## config.mk

```make
export PLATFORM = sky130hd
export DESIGN_NAME = if_stage_unit
export DESIGN_NICKNAME = d
export VERILOG_FILES = /design/src/rtl/if_stage_unit.sv
export SDC_FILE = /design/constraint.sdc
export NUM_CORES = 1
export LEC_CHECK = 0
export ABC_AREA = 1
export CAP_MARGIN = 10
export CELL_PAD_IN_SITES_DETAIL_PLACEMENT = 0
export CELL_PAD_IN_SITES_GLOBAL_PLACEMENT = 1
export CORE_MARGIN = 5
export CORE_UTILIZATION = 34
export CTS_CLUSTER_SIZE = 24
export DETAILED_ROUTE_END_ITERATION = 7
export PLACE_DENSITY = 0.85
export SLEW_MARGIN = 15
export SYNTH_ARGS = -nofsm -noshare
export SYNTH_HDL_FRONTEND = slang
export SYNTH_SLANG_ARGS = --single-unit
```

## constraint.sdc

```tcl
create_clock -name clk -period 4.45 [get_ports clk]
set_input_delay 0.89 -clock clk [delete_from_list [all_inputs] [get_ports clk]]
set_output_delay 0.89 -clock clk [all_outputs]
set_load 0.01 [all_outputs]
```

## src/rtl/if_stage_unit.sv

```systemverilog
// Instruction-fetch stage: owns the PC, drives the word-addressed instruction memory and
// captures the fetched word into the IF/ID register, with stall/flush/redirect and halt/fault handling.
module if_stage_unit #(
   parameter int          XLEN         = 32,
   parameter int          IMEM_AW      = 6,
   parameter logic [XLEN-1:0] RESET_VECTOR = '0,
   parameter logic [31:0] NOP_INST     = 32'h0000_0013
) (
   input  logic               clk,
   input  logic               rst,
   input  logic               stall,
   input  logic               flush,
   input  logic               redirect_valid,
   input  logic [XLEN-1:0]    redirect_target,
   input  logic               halt,
   input  logic               resume,
   output logic [IMEM_AW-1:0] imem_addr,
   input  logic [31:0]        imem_inst,
   output logic [XLEN-1:0]    pc,
   output logic               id_valid,
   output logic [31:0]        id_inst,
   output logic [XLEN-1:0]    id_pc,
   output logic [XLEN-1:0]    id_pc_plus4,
   output logic               halted,
   output logic               fault,
   output logic [31:0]        fetch_count
);

   typedef enum logic [1:0] {
      RUN    = 2'd0,
      HALTED = 2'd1,
      FAULT  = 2'd2
   } state_t;

   state_t state;

   function automatic logic [XLEN-1:0] pc_inc(input logic [XLEN-1:0] value);
      pc_inc = value + XLEN'(4);
   endfunction

   function automatic logic is_aligned(input logic [XLEN-1:0] target);
      is_aligned = (target[1:0] == 2'b00);
   endfunction

   logic redirect_ok;
   logic redirect_bad;
   logic bubble;
   logic capture;

   assign redirect_ok  = redirect_valid &&  is_aligned(redirect_target);
   assign redirect_bad = redirect_valid && !is_aligned(redirect_target);

   // A misaligned redirect also counts as a redirect for IF/ID, so the slot is squashed.
   assign bubble  = (state != RUN) || redirect_valid || flush || halt;
   assign capture = !bubble && !stall;

   assign imem_addr = pc[IMEM_AW+1:2];

   // Control FSM and program counter
   always_ff @(posedge clk) begin
      if (!rst) begin
         state  <= RUN;
         halted <= 1'b0;
         fault  <= 1'b0;
         pc     <= RESET_VECTOR;
      end else begin
         case (state)
            RUN: begin
               if (redirect_bad) begin
                  state <= FAULT;
                  fault <= 1'b1;
               end else begin
                  if (halt) begin
                     state  <= HALTED;
                     halted <= 1'b1;
                  end
                  if (redirect_ok)
                     pc <= redirect_target;
                  else if (!(halt || stall))
                     pc <= pc_inc(pc);
               end
            end
            HALTED: begin
               if (!halt && resume) begin
                  state  <= RUN;
                  halted <= 1'b0;
               end
            end
            FAULT: begin
               state <= FAULT;
            end
            default: begin
               state  <= FAULT;
               halted <= 1'b0;
               fault  <= 1'b1;
            end
         endcase
      end
   end

   // IF/ID pipeline register and fetch counter
   always_ff @(posedge clk) begin
      if (!rst) begin
         id_valid    <= 1'b0;
         id_inst     <= NOP_INST;
         id_pc       <= '0;
         id_pc_plus4 <= '0;
         fetch_count <= '0;
      end else if (bubble) begin
         id_valid <= 1'b0;
         id_inst  <= NOP_INST;
      end else if (capture) begin
         id_valid    <= 1'b1;
         id_inst     <= imem_inst;
         id_pc       <= pc;
         id_pc_plus4 <= pc_inc(pc);
         fetch_count <= fetch_count + 32'd1;
      end
   end

endmodule

```

Word-level counts from Yosys, hierarchy flattened
Cells that the tools add are included.
- add/sub/neg operators: 2
- eq/ne operators: 8
- mux-type cells: 12
- bitwise logic cells: 5
- reductions and logical operators: 22
- operators with widths (operator ; number):
    32-bit 2-to-1 mux ; 2
    32-bit by 1-bit adder with 32-bit output (second input constant) ; 1
    32-bit by 3-bit adder with 32-bit output (second input constant) ; 1
    2-bit != test (second input constant) ; 5
    2-bit 2-to-1 mux ; 3
    2-bit AND reduction ; 3
    1-bit NOT ; 5
    1-bit logical AND ; 4
    1-bit zero test ; 4
    2-bit zero test ; 2
    1-bit logical OR ; 4
    1-bit 2-to-1 mux ; 4
    2-bit case mux with 2 select lines ; 1
    4-bit AND reduction ; 1
    2-bit OR reduction ; 2
    3-bit != test (second input constant) ; 1
    1-bit case mux with 3 select lines ; 1
    3-bit AND reduction ; 1
    2-bit by 1-bit == test with 1-bit output (second input constant) ; 1
    2-bit == test (second input constant) ; 1
    1-bit case mux with 2 select lines ; 1
    2-bit nonzero test ; 1
- bits in registers: 165
- input port bits: 71
- word-level logic and storage cells: 58

Depth between registers and ports, before layout
- depth in word-level cells: 7
- mapped depth: 11
- depth with buffers taken out: 10

Worst setup path after synthesis
OpenSTA, ideal clock, no wires.
- kind: input -> register
- start point: input redirect_target[0]
- end point: register pc[18]
- arrival: 1.836 ns
- setup slack: 2.495 ns
- stages on the path: 10
- path buffers: 2
- path through: nor2_1 nand2_1 inv_2 nand2_1 o21ai_2 buf_4 buf_2 nand2_1 inv_1 a21oi_1
- longest elaborated chain between the ends: 5
- elaborated cells between the ends (all ways): 8
- those cells by class: eq/ne: 1; mux: 1; bitwise: 1; reduce/logical: 5
- RTL lines (element ; RTL line ; source):
    start: declaration ; 14 ; input logic [XLEN-1:0] redirect_target,
    2-bit zero test * ; 42 ; is_aligned = (target[1:0] == 2'b00);
    branches (longest 4 deep; another with 3-bit AND reduction) ; n/a ;
    end signal: assignment ; 78 ; pc <= redirect_target;
    end signal: assignment ; 80 ; pc <= pc_inc(pc);
    end: declaration ; 19 ; output logic [XLEN-1:0] pc,
Mark *: on every way between the ends.
A chain may end at the register's enable or synchronous reset.

Worst setup path in the final report
- start point: input redirect_valid
- end point: register id_pc_plus4[26]
- longest elaborated chain between the ends: 6
- elaborated cells between the ends (all ways): 7
- those cells by class: bitwise: 1; reduce/logical: 6
- RTL lines (element ; RTL line ; source):
    start: declaration ; 13 ; input logic redirect_valid,
    1-bit logical OR * (3 in series) ; 54 ; assign bubble = (state != RUN) || redirect_valid || flush || halt;
    1-bit zero test ; 55 ; assign capture = !bubble && !stall;
    1-bit logical AND ; 55 ;
    2-bit AND reduction (no line) * ; n/a ;
    end signal: assignment ; 116 ; id_pc_plus4 <= pc_inc(pc);
    end: declaration ; 23 ; output logic [XLEN-1:0] id_pc_plus4,
Every way passes the cells marked *; elsewhere a longest branch is shown, timed or not.

==> results.sh <==
export IMPL_status="complete, no violations"
export IMPL_synth_edf_count=0
export IMPL_grt_pass1_vias=7566
export IMPL_initial_utilization_pct=34.5
export IMPL_crit_chain="clkdlybuf4s50_1 -> nor2_4 -> inv_2 -> nor2_4 -> buf_4 -> o21ai_0 -> a21o_1 -> inv_1"
export IMPL_rr_endpoint="fetch_count[8]$_SDFFE_PN0P_"
export IMPL_maxCapViolations=0
export IMPL_fill_cells=2269
export IMPL_drv_slew=0
export IMPL_critPathMaxFanout=56
export IMPL_synth_flop_cell="dfxtp_1"
export IMPL_critPathMaxStageDelay_ns=0.55
export IMPL_multi_input_area_um2=3830
export IMPL_slew_headroom_pct=39.1
export IMPL_drc=0
export IMPL_grtUsageTotal_pct=19.4
export IMPL_path_class="input port to flop"
export IMPL_crit_slowest_cell="buf_4"
export IMPL_p_leak_uw=0.00424
export IMPL_endpoint_kind="flop"
export IMPL_routed_via_density=4.79
export IMPL_fin_util_pct=48.3
export IMPL_yosysTopAreaCellShare_pct=41.8
export IMPL_r2r_slack_ns=2.11
export IMPL_portBuffers=239
export IMPL_rows=55
export IMPL_worst_path_most_repeated_cell="nor2_4"
export IMPL_gr_total_overflow=0
export IMPL_synth_simple_area_share_pct=32.6
export IMPL_layout_nets=1454
export IMPL_final_hold_viol_count=0
export IMPL_grt_max_degree=60
export IMPL_antenna_cells=0
export IMPL_tightestPinTransition_ns=0.907
export IMPL_netlist_area_um2=7810
export IMPL_fmax_mhz=370
export IMPL_wl_per_cell_um=15.5
export IMPL_cts_clk_slew_worst_paths_ns=0.07
export IMPL_finalSetupViolCount=0
export IMPL_regArea_um2=3260
export IMPL_fp_dieH_um=162
export IMPL_rsz0062_at_grt="false"
export IMPL_fin_setup_tns_ns=0
export IMPL_ys_top_cells_by_area="dfxtp_1 (42%), nand2_1 (16%), nor2_1 (9.0%)"
export IMPL_dp_hpwl_um=19200
export IMPL_powerDensity_nw_per_um2=326
export IMPL_cts_inserted_buffers=17
export IMPL_synthMuxAreaShare_pct=0
export IMPL_r2r_cells=10
export IMPL_first_pass_iters=7
export IMPL_synth_nets=1244
export IMPL_clk_path_buf_depth=2
export IMPL_ir_drop_uv=212
export IMPL_ys_async_sr_fraction_pct=0
export IMPL_yosysSeqAreaShare_pct=41.8
export IMPL_cp_start_kind="input port"
export IMPL_synth_cell_types=40
export IMPL_rr_startpoint="state[0]$_SDFFE_PN0P_"
export IMPL_synth_top_family_by_area="simple AND/OR/NAND/NOR gates"
export IMPL_syn_to_final_growth_pct=40.1
export IMPL_cts_resized=0
export IMPL_ys_seq_elements=163
export IMPL_ant_nets=0
export IMPL_synth_xor_area_share_pct=2.02
export IMPL_place_congestion=0.845
export IMPL_synth_avg_cell_area_um2=6.69
export IMPL_first_iter_violations=511
export IMPL_synth_yosys_warnings=0
export IMPL_hold_end="id_inst[2]$_SDFFE_PP0P_"
export IMPL_clock_latency_ns=0.43
export IMPL_synth_adder_area_share_pct=0.801
export IMPL_fin_crit_ns=2.70
export IMPL_yosys_top_cells_count="nand2_1 (327), nor2_1 (188), dfxtp_1 (163)"
export IMPL_ioPinCount=240
export IMPL_h_tree_depth=4
export IMPL_die_area_um2=26100
export IMPL_coreArea_um2=22600
export IMPL_holdPathStages=2
export IMPL_drive_above_1_share_pct=5.61
export IMPL_cts_hold_fix_buffers=0
export IMPL_postSynthCellCount=1168
export IMPL_dr_total_vias=8025
export IMPL_worstPathRequired_ns=4.83
export IMPL_hold_class="flop to flop"
export IMPL_synth_most_common_cell="nand2_1"
export IMPL_fin_crit_sh_pct=60.8
export IMPL_cts_sinks=163
export IMPL_cts_tree="yes"
export IMPL_post_cts_repair_setup_buffers=0
export IMPL_synth_top_cell_by_area="dfxtp_1"
export IMPL_root_buffer="clkbuf_16"
export IMPL_cp_arrival_ns=3.08
export IMPL_whs_ns=0.463
export IMPL_synth_compound_area_share_pct=13.4
export IMPL_holdCritStartpoint="id_inst[2]$_SDFFE_PP0P_"
export IMPL_drt_total_wl_um=26000
export IMPL_fp_dieW_um=162
export IMPL_skew_ns=0.0117
export IMPL_grt_antenna_before_repair=1
export IMPL_grt_pass1_wl_um=40700
cell type report:
cell class              count  area share [%]
clock buffers              20            4.26
clock inverters            12            1.10
inverters                 117            4.01
multi-input cells         829            35.0
flip-flops and latches    163            29.8
well taps                 285            3.26
repair buffers            250            22.6
worst max-delay path: cells and delay by family:
family                 cells  cell delay [ns]
buffers and inverters      4             1.16
and+or+nand+nor            2             0.66
AOI/OAI and AO/OA          2             0.34
placed cells by master, fill, tap and decap left out, types with 10 or more instances in the layout:
| master | n |
|---|---|
| o21ai_1 | 11 |
| nand3_1 | 39 |
| clkdlybuf4s50_1 | 238 |
| nor2_1 | 188 |
| inv_1 | 111 |
| o21ai_0 | 87 |
| buf_4 | 11 |
| nand2_1 | 327 |
| nor2_4 | 10 |
| clkbuf_16 | 17 |
| nand4_1 | 11 |
| dfxtp_1 | 163 |
| xor2_1 | 12 |
| a21oi_1 | 83 |
sequential cells by signal (all words and copies together), names as in the netlist, 2 cells and up:
name	count
fetch_count	32
id_inst	32
id_pc	32
id_pc_plus4	30
pc	32
state	2
worst max-delay path by stage:
stage	from	end	slack, ns	cells after the start
CTS	redirect_valid	id_pc_plus4[26]$_SDFFE_PN0P_	1.74	8
global placement	rst	id_pc_plus4[21]$_SDFFE_PN0P_	1.36	6
finish	redirect_valid	id_pc_plus4[26]$_SDFFE_PN0P_	1.75	8
floorplan	redirect_target[0]	pc[18]$_SDFFE_PN0P_	2.49	10
detailed placement	redirect_valid	id_pc_plus4[26]$_SDFFE_PN0P_	1.28	8
global route	rst	id_pc_plus4[20]$_SDFFE_PN0P_	1.54	6
layer usage:
layer | global-route usage, % | vias to the layer above | wire [um]
li1 | - | 4095 | -
met1 | 25.0 | 3678 | 11700
met2 | 32.1 | 214 | 12300
met3 | 4.49 | 36 | 1360
met4 | 6.32 | 2 | 587
met5 | 0 | - | 19
where the power goes:
group | switching [uW] | internal [uW] | leakage (uW)
logic | 255 | 241 | 0.00264
clock network | 647 | 827 | 0.000278
registers | 78.5 | 1520 | 0.00132
logic make-up (layout without fill, tap and decap cells):
group                      count (synthesis)  in the layout
adders and majority gates                  5              5
AOI/OAI and AO/OA                        201            201
buffers and inverters                    176            399
DFF                                      163            163
xor gates and xnor gates                  18             18
and+or+nand+nor                          605            605
per-stage QoR:
step,setup WS [ns],cell area (um^2),instances,total power (uW)
after floorplan,2.49,7810,1168,1860
after CTS,1.74,10900,1676,3610
after detailed placement,1.28,10400,1644,2130
final,1.75,10900,1676,3570
after global placement,1.36,10400,1644,2130
after global routing,1.54,10900,1676,3730
No activity file was read; power rests on OpenSTA's default activity.
